[src/rtl/flash_sample_reader.sv]
// Fetches the flash word holding the current 16-bit sample on each audio tick and
// delivers the addressed half-word, holding the address generator while busy.
module flash_sample_reader #(
   parameter int unsigned FLASH_AW = 23,
   parameter int unsigned OVR_W    = 8
) (
   input  logic                clk,
   input  logic                reset_n,
   input  logic                sample_tick,
   input  logic [24:0]         address,
   output logic                hold,
   output logic                flash_read,
   output logic [FLASH_AW-1:0] flash_address,
   output logic [3:0]          flash_byteenable,
   input  logic                flash_waitrequest,
   input  logic [31:0]         flash_readdata,
   input  logic                flash_readdatavalid,
   output logic [15:0]         audio_data,
   output logic                audio_valid,
   output logic [OVR_W-1:0]    overrun_count
);

   typedef enum logic [1:0] {S_IDLE, S_REQ, S_WAIT, S_EMIT} state_t;

   state_t              state_q, state_d;
   logic                pending_q, pending_d;
   logic                half_q, half_d;
   logic [FLASH_AW-1:0] addr_q, addr_d;
   logic [15:0]         data_q, data_d;
   logic [OVR_W-1:0]    ovr_q, ovr_d;
   logic                read_q, hold_q, valid_q;

   // Bit 24 of the sample address is outside the flash window.
   logic unused_addr_msb;
   assign unused_addr_msb = address[24];

   always_comb begin
      state_d   = state_q;
      pending_d = pending_q;
      half_d    = half_q;
      addr_d    = addr_q;
      data_d    = data_q;
      ovr_d     = ovr_q;
      case (state_q)
         S_IDLE: begin
            if (sample_tick || pending_q) begin
               addr_d    = address[FLASH_AW:1];
               half_d    = address[0];
               pending_d = 1'b0;
               state_d   = S_REQ;
            end
         end
         S_REQ: begin
            if (!flash_waitrequest) state_d = S_WAIT;
         end
         S_WAIT: begin
            if (flash_readdatavalid) begin
               data_d  = half_q ? flash_readdata[31:16] : flash_readdata[15:0];
               state_d = S_EMIT;
            end
         end
         S_EMIT: state_d = S_IDLE;
         default: state_d = S_IDLE;
      endcase
      // A tick while busy queues at most one fetch but is always counted.
      if (sample_tick && (state_q != S_IDLE)) begin
         pending_d = 1'b1;
         if (ovr_q != '1) ovr_d = ovr_q + OVR_W'(1);
      end
   end

   always_ff @(posedge clk or negedge reset_n) begin
      if (!reset_n) begin
         state_q   <= S_IDLE;
         pending_q <= 1'b0;
         half_q    <= 1'b0;
         addr_q    <= '0;
         data_q    <= '0;
         ovr_q     <= '0;
         read_q    <= 1'b0;
         hold_q    <= 1'b1;
         valid_q   <= 1'b0;
      end else begin
         state_q   <= state_d;
         pending_q <= pending_d;
         half_q    <= half_d;
         addr_q    <= addr_d;
         data_q    <= data_d;
         ovr_q     <= ovr_d;
         read_q    <= (state_d == S_REQ);
         hold_q    <= (state_d != S_EMIT);
         valid_q   <= (state_d == S_EMIT);
      end
   end

   assign hold             = hold_q;
   assign flash_read       = read_q;
   assign flash_address    = addr_q;
   assign flash_byteenable = 4'hF;
   assign audio_data       = data_q;
   assign audio_valid      = valid_q;
   assign overrun_count    = ovr_q;

endmodule

[config.mk]
export PLATFORM = sky130hd
export DESIGN_NAME = flash_sample_reader
export DESIGN_NICKNAME = d
export VERILOG_FILES = /design/src/rtl/flash_sample_reader.sv
export SDC_FILE = /design/constraint.sdc
export NUM_CORES = 1
export LEC_CHECK = 0
export CAP_MARGIN = 10
export CELL_PAD_IN_SITES_DETAIL_PLACEMENT = 0
export CELL_PAD_IN_SITES_GLOBAL_PLACEMENT = 1
export CORE_MARGIN = 10
export CORE_UTILIZATION = 30
export DETAILED_ROUTE_END_ITERATION = 10
export MAX_ROUTING_LAYER = met4
export PLACE_DENSITY_LB_ADDON = 0.1
export SKIP_CTS_REPAIR_TIMING = 1
export SKIP_LAST_GASP = 1
export SYNTH_ARGS = -nofsm -noshare
export SYNTH_HDL_FRONTEND = slang
export SYNTH_SLANG_ARGS = --single-unit
[constraint.sdc]
create_clock -name clk -period 2.14 [get_ports clk]
set_clock_uncertainty 0.05 [all_clocks]
set_input_delay 0.428 -clock clk [delete_from_list [all_inputs] [get_ports clk]]
set_output_delay 0.428 -clock clk [all_outputs]
set_load 0.01 [all_outputs]
# [After elaboration in Yosys (flattened, before gate mapping)]
# Index checks and enable logic that the tools add are counted.
[word_totals] ff_bits=54
[op_classes] mux=8 n_reduce_logical=10 n_eq_ne=7 add_sub_neg=1
[ops] op="$mux W16" n=1
[ops] op="$add A8 B1 Y8 const B" n=1
[ops] op="$ne A8 B8 Y1 const B" n=1
[ops] op="$pmux W2 S4" n=1
[ops] op="$reduce_and A2 Y1" n=4
[ops] op="$eq A2 B2 Y1 const B" n=3
[ops] op="$mux W2" n=3
[ops] op="$reduce_bool A2 Y1" n=3
[ops] op="$eq A2 B1 Y1 const B" n=2
[ops] op="$mux W1" n=3
[ops] op="$logic_not A2 Y1" n=1
[ops] op="$ne A2 B2 Y1 const B" n=1
[ops] op="$logic_and A1 B1 Y1" n=1
[ops] op="$logic_or A1 B1 Y1" n=1

# [Depth between registers and ports, before layout]
[logic_depth] word_depth=4 ltp_mapped=5 mapped_depth_nobuf=4

# [Least setup slack after synthesis]
# Ideal clock, no wire load.
[synth_timing] path_type="register -> register" from="register ovr_q[0] (netlist: overrun_count[0])" to="register ovr_q[1] (netlist: overrun_count[1])" stages_incl_launch_ff=5 t_required_ns=1.965 t_arrival_ns=1.424 n_path_buf=0 setup_ns=0.125 setup_slack_ns=0.542 cell_sequence="dfrtp_1 -> ha_1 -> nand2_1 -> o31ai_2 -> mux2_2"
[synth_via] elab_chain_cells=2 word_cells_on_any_way=3 classes_between="add/sub (1); eq/ne (1); reduce/logical (1)"
[synth_rtl] item="start: declaration" line="30" source="logic [OVR_W-1:0] ovr_q, ovr_d;"
[synth_rtl] item="start signal: assignment" line="89" source="ovr_q <= ovr_d;"
[synth_rtl] item="parallel branches: the longest is 2 deep, another holds $add A8 B1 Y8"
# Several ways; the timed one is not identified.
# A chain may end at the register's enable or synchronous reset.

# [Worst setup path after layout]
[layout_timing] from="register hold_q (netlist: hold)" to="output hold"
[layout_lines] item="start: declaration" line="31" source="logic read_q, hold_q, valid_q;"
[layout_lines] item="start signal: assignment" line="91" source="hold_q <= (state_d != S_EMIT);"
[layout_lines] item="end: declaration" line="11" source="output logic hold,"
# No word-level cell between the ends.

==> qor.txt <==
status - completed
Pwr Density - 1330 nW/um^2
vias in the first global route - 1,859
post-synthesis simple-gate area fraction - 8.21%
post-synthesis register bit count - 54
WP buf/inv - 1
largest net degree at the start of global routing - 55
Post-synth EDFFs - 0
Boundary Pins - 116
R2R depth - 4
CP cell instances - clkdlybuf4s50_1
Initial Util - 31.4%
Slowest-stage cell, CP - dfstp_2
DP HPWL - 4820 microns
DR DRC count - 0
final WL - 6280 microns
Critical Path Start Type - register
Tmin final - 1.84 ns
Final Max Tran Viols - 0
Post-synth ARST share - 100%
Vias - 1,751
CTS root buf - clkbuf_8
Worst R2R End - overrun_count[1]
Adder-Cell Fraction of Synth Area - 0.540%
critical path capture point type - output pin
RSZ-0062 raised after global routing - no
Syn Inst Count - 183
r2r setup slk - 0.46 ns
total power - 4.82 mW
placed insts - 387
Non-Filler Instances - 395
Hold Slack - 0.0479 ns
pre-CTS setup slack - 0.188 ns
Die Span X - 108 microns
CTS H-Tree Depth - 2
layout cell share with drive strength beyond 1 - 15.2%
Synth Area in XOR/XNOR - 0.756%
nets - 358
Seq/Total Area, Yosys - 58.4%
warnings from Yosys - 0
Worst EP required - 1.66 ns
clock latency on the worst-skew pair - 0.30 ns
Hold Path Class - input pin to async pin
fmax - 0.543 GHz
GRT Overall Usage - 11.2%
Synth Cell Area - 2320 sq um
final hold violation count - 0
setup_tns - 0 ns
Routed Antenna Nets - 0
final worst-path cycle share - 86.0%
commonest non-fill, non-tap cell in the layout - clkdlybuf4s50_1
Area Overhead vs Synth - 56.4%
kind of critical path - register to output pin
worst reg2reg path startpoint - overrun_count[0]
TritonCTS buffer count - 5
max_cap viols - 0
diode count - 0
max incr delay on CP - 0.53 ns
CTS tree - yes
Yosys cell types - 33
initial antenna violation count - 0
Routed WL per cell - 15.9 microns
post-synthesis compound-gate area fraction - 7.13%
Pleak - 1.54 nW
FP Rows - 31
CORE AREA - 7370 sq um
first-pass GRT wire length - 9960 microns
CTS Sinks - 54
First-pass DRT Iterations - 4
worst setup margin - 0.300 ns
critical-path maximum fanout - 1
full die area - 11,600 sq um
post-synthesis mux area share - 20.5%
worst vdd ir - 0.000478 V
Arr. time, crit path - 1.36 ns
# port buffers - 110
main flop type after synthesis - dfrtp_1
clock-pin transition on the worst setup and hold timing paths - 0.10 ns
die height - 108 microns
maximum root-to-sink buffer count - 2
final setup vio count - 0
CP top delay family - flip-flops
synthesized area per cell - 12.7 sq um
global route total overflow - 0
most frequent cells in the layout - 109 x clkdlybuf4s50_1, 53 x dfrtp_1, 28 x mux2_2
gpl congestion - 0.762
post-DR vias/cell - 4.43
largest family of logic cells by synthesized area - multiplexers
DRT iter0 DRCs - 27
==> state kept, by name, indices dropped and copies added, names as in the netlist <==
register	cells
overrun_count	8
audio_data	16
half_q	1
flash_read	1
pending_q	1
flash_address	23
audio_valid	1
state_q	2
hold	1
==> per-stage QoR <==
step	cell area [sq um]	util [%]
2_1_floorplan	2330	-
3_3_place_gp	3530	47.9
3_5_place_dp	3530	47.9
4_1_cts	3620	49.2
5_1_grt	3620	49.2
6_report	3620	49.2
==> layer usage <==
metal	share of wire (%)	track usage [%]	wire length (microns)	vias to the layer above
li1	-	-	-	851
met1	44	13.5	2790	825
met2	46	16.9	2870	70
met3	9.3	4.61	581	5
met4	0.56	3.15	35	0
met5	0	-	0	-
==> cell families (layout without fill, tap and decap cells) <==
kind of cell	Yosys count	after routing
multiplexers	44	44
other	1	4
AO/OA/AOI/OAI	27	27
XOR/XNOR	2	2
AND/OR/NAND/NOR	39	39
flip-flops	54	54
adder cells (fa/ha/maj)	1	1
buffers and inverters	15	125
==> worst max-delay path by stage <==
stage,from,to,slack (ns),depth (start not counted)
global placement,sample_tick,flash_address[9],0.21,5
global route,hold,hold,0.24,1
finish,hold,hold,0.30,1
floorplan,overrun_count[0],overrun_count[1],0.54,4
detailed placement,sample_tick,flash_address[15],0.19,5
CTS,hold,hold,0.27,1
==> cell type report <==
class | count | area [sq um]
Tap cell | 99 | 124
Clock buffer | 6 | 82.6
Fill cell | 707 | 3750
Clock inverter | 2 | 12.5
Sequential cell | 54 | 1350
Inverter | 3 | 11.3
Multi-Input combinational cell | 117 | 876
Timing Repair Buffer | 114 | 1160
==> synthesized netlist by cell type (all sizes together), types with 2 or more instances <==
library cell	count	area share (%)
dfrtp	53	57
mux2	28	14
nand2	20	3.2
o21ai	20	4.5
mux2i	16	6.9
buf	11	3.6
nor2	4	0.65
inv	3	0.49
nor3	3	1.1
and2	2	0.54
nand2b	2	0.54
nand3	2	0.43
nand4	2	0.54
xnor2	2	0.76
==> power breakdown <==
group	leakage, nW	switching, mW	internal [mW]
registers	0.654	0.322	1.50
logic	0.836	0.945	1.45
clock network	0.0472	0.343	0.261
Power figures use the tool's default switching activity.
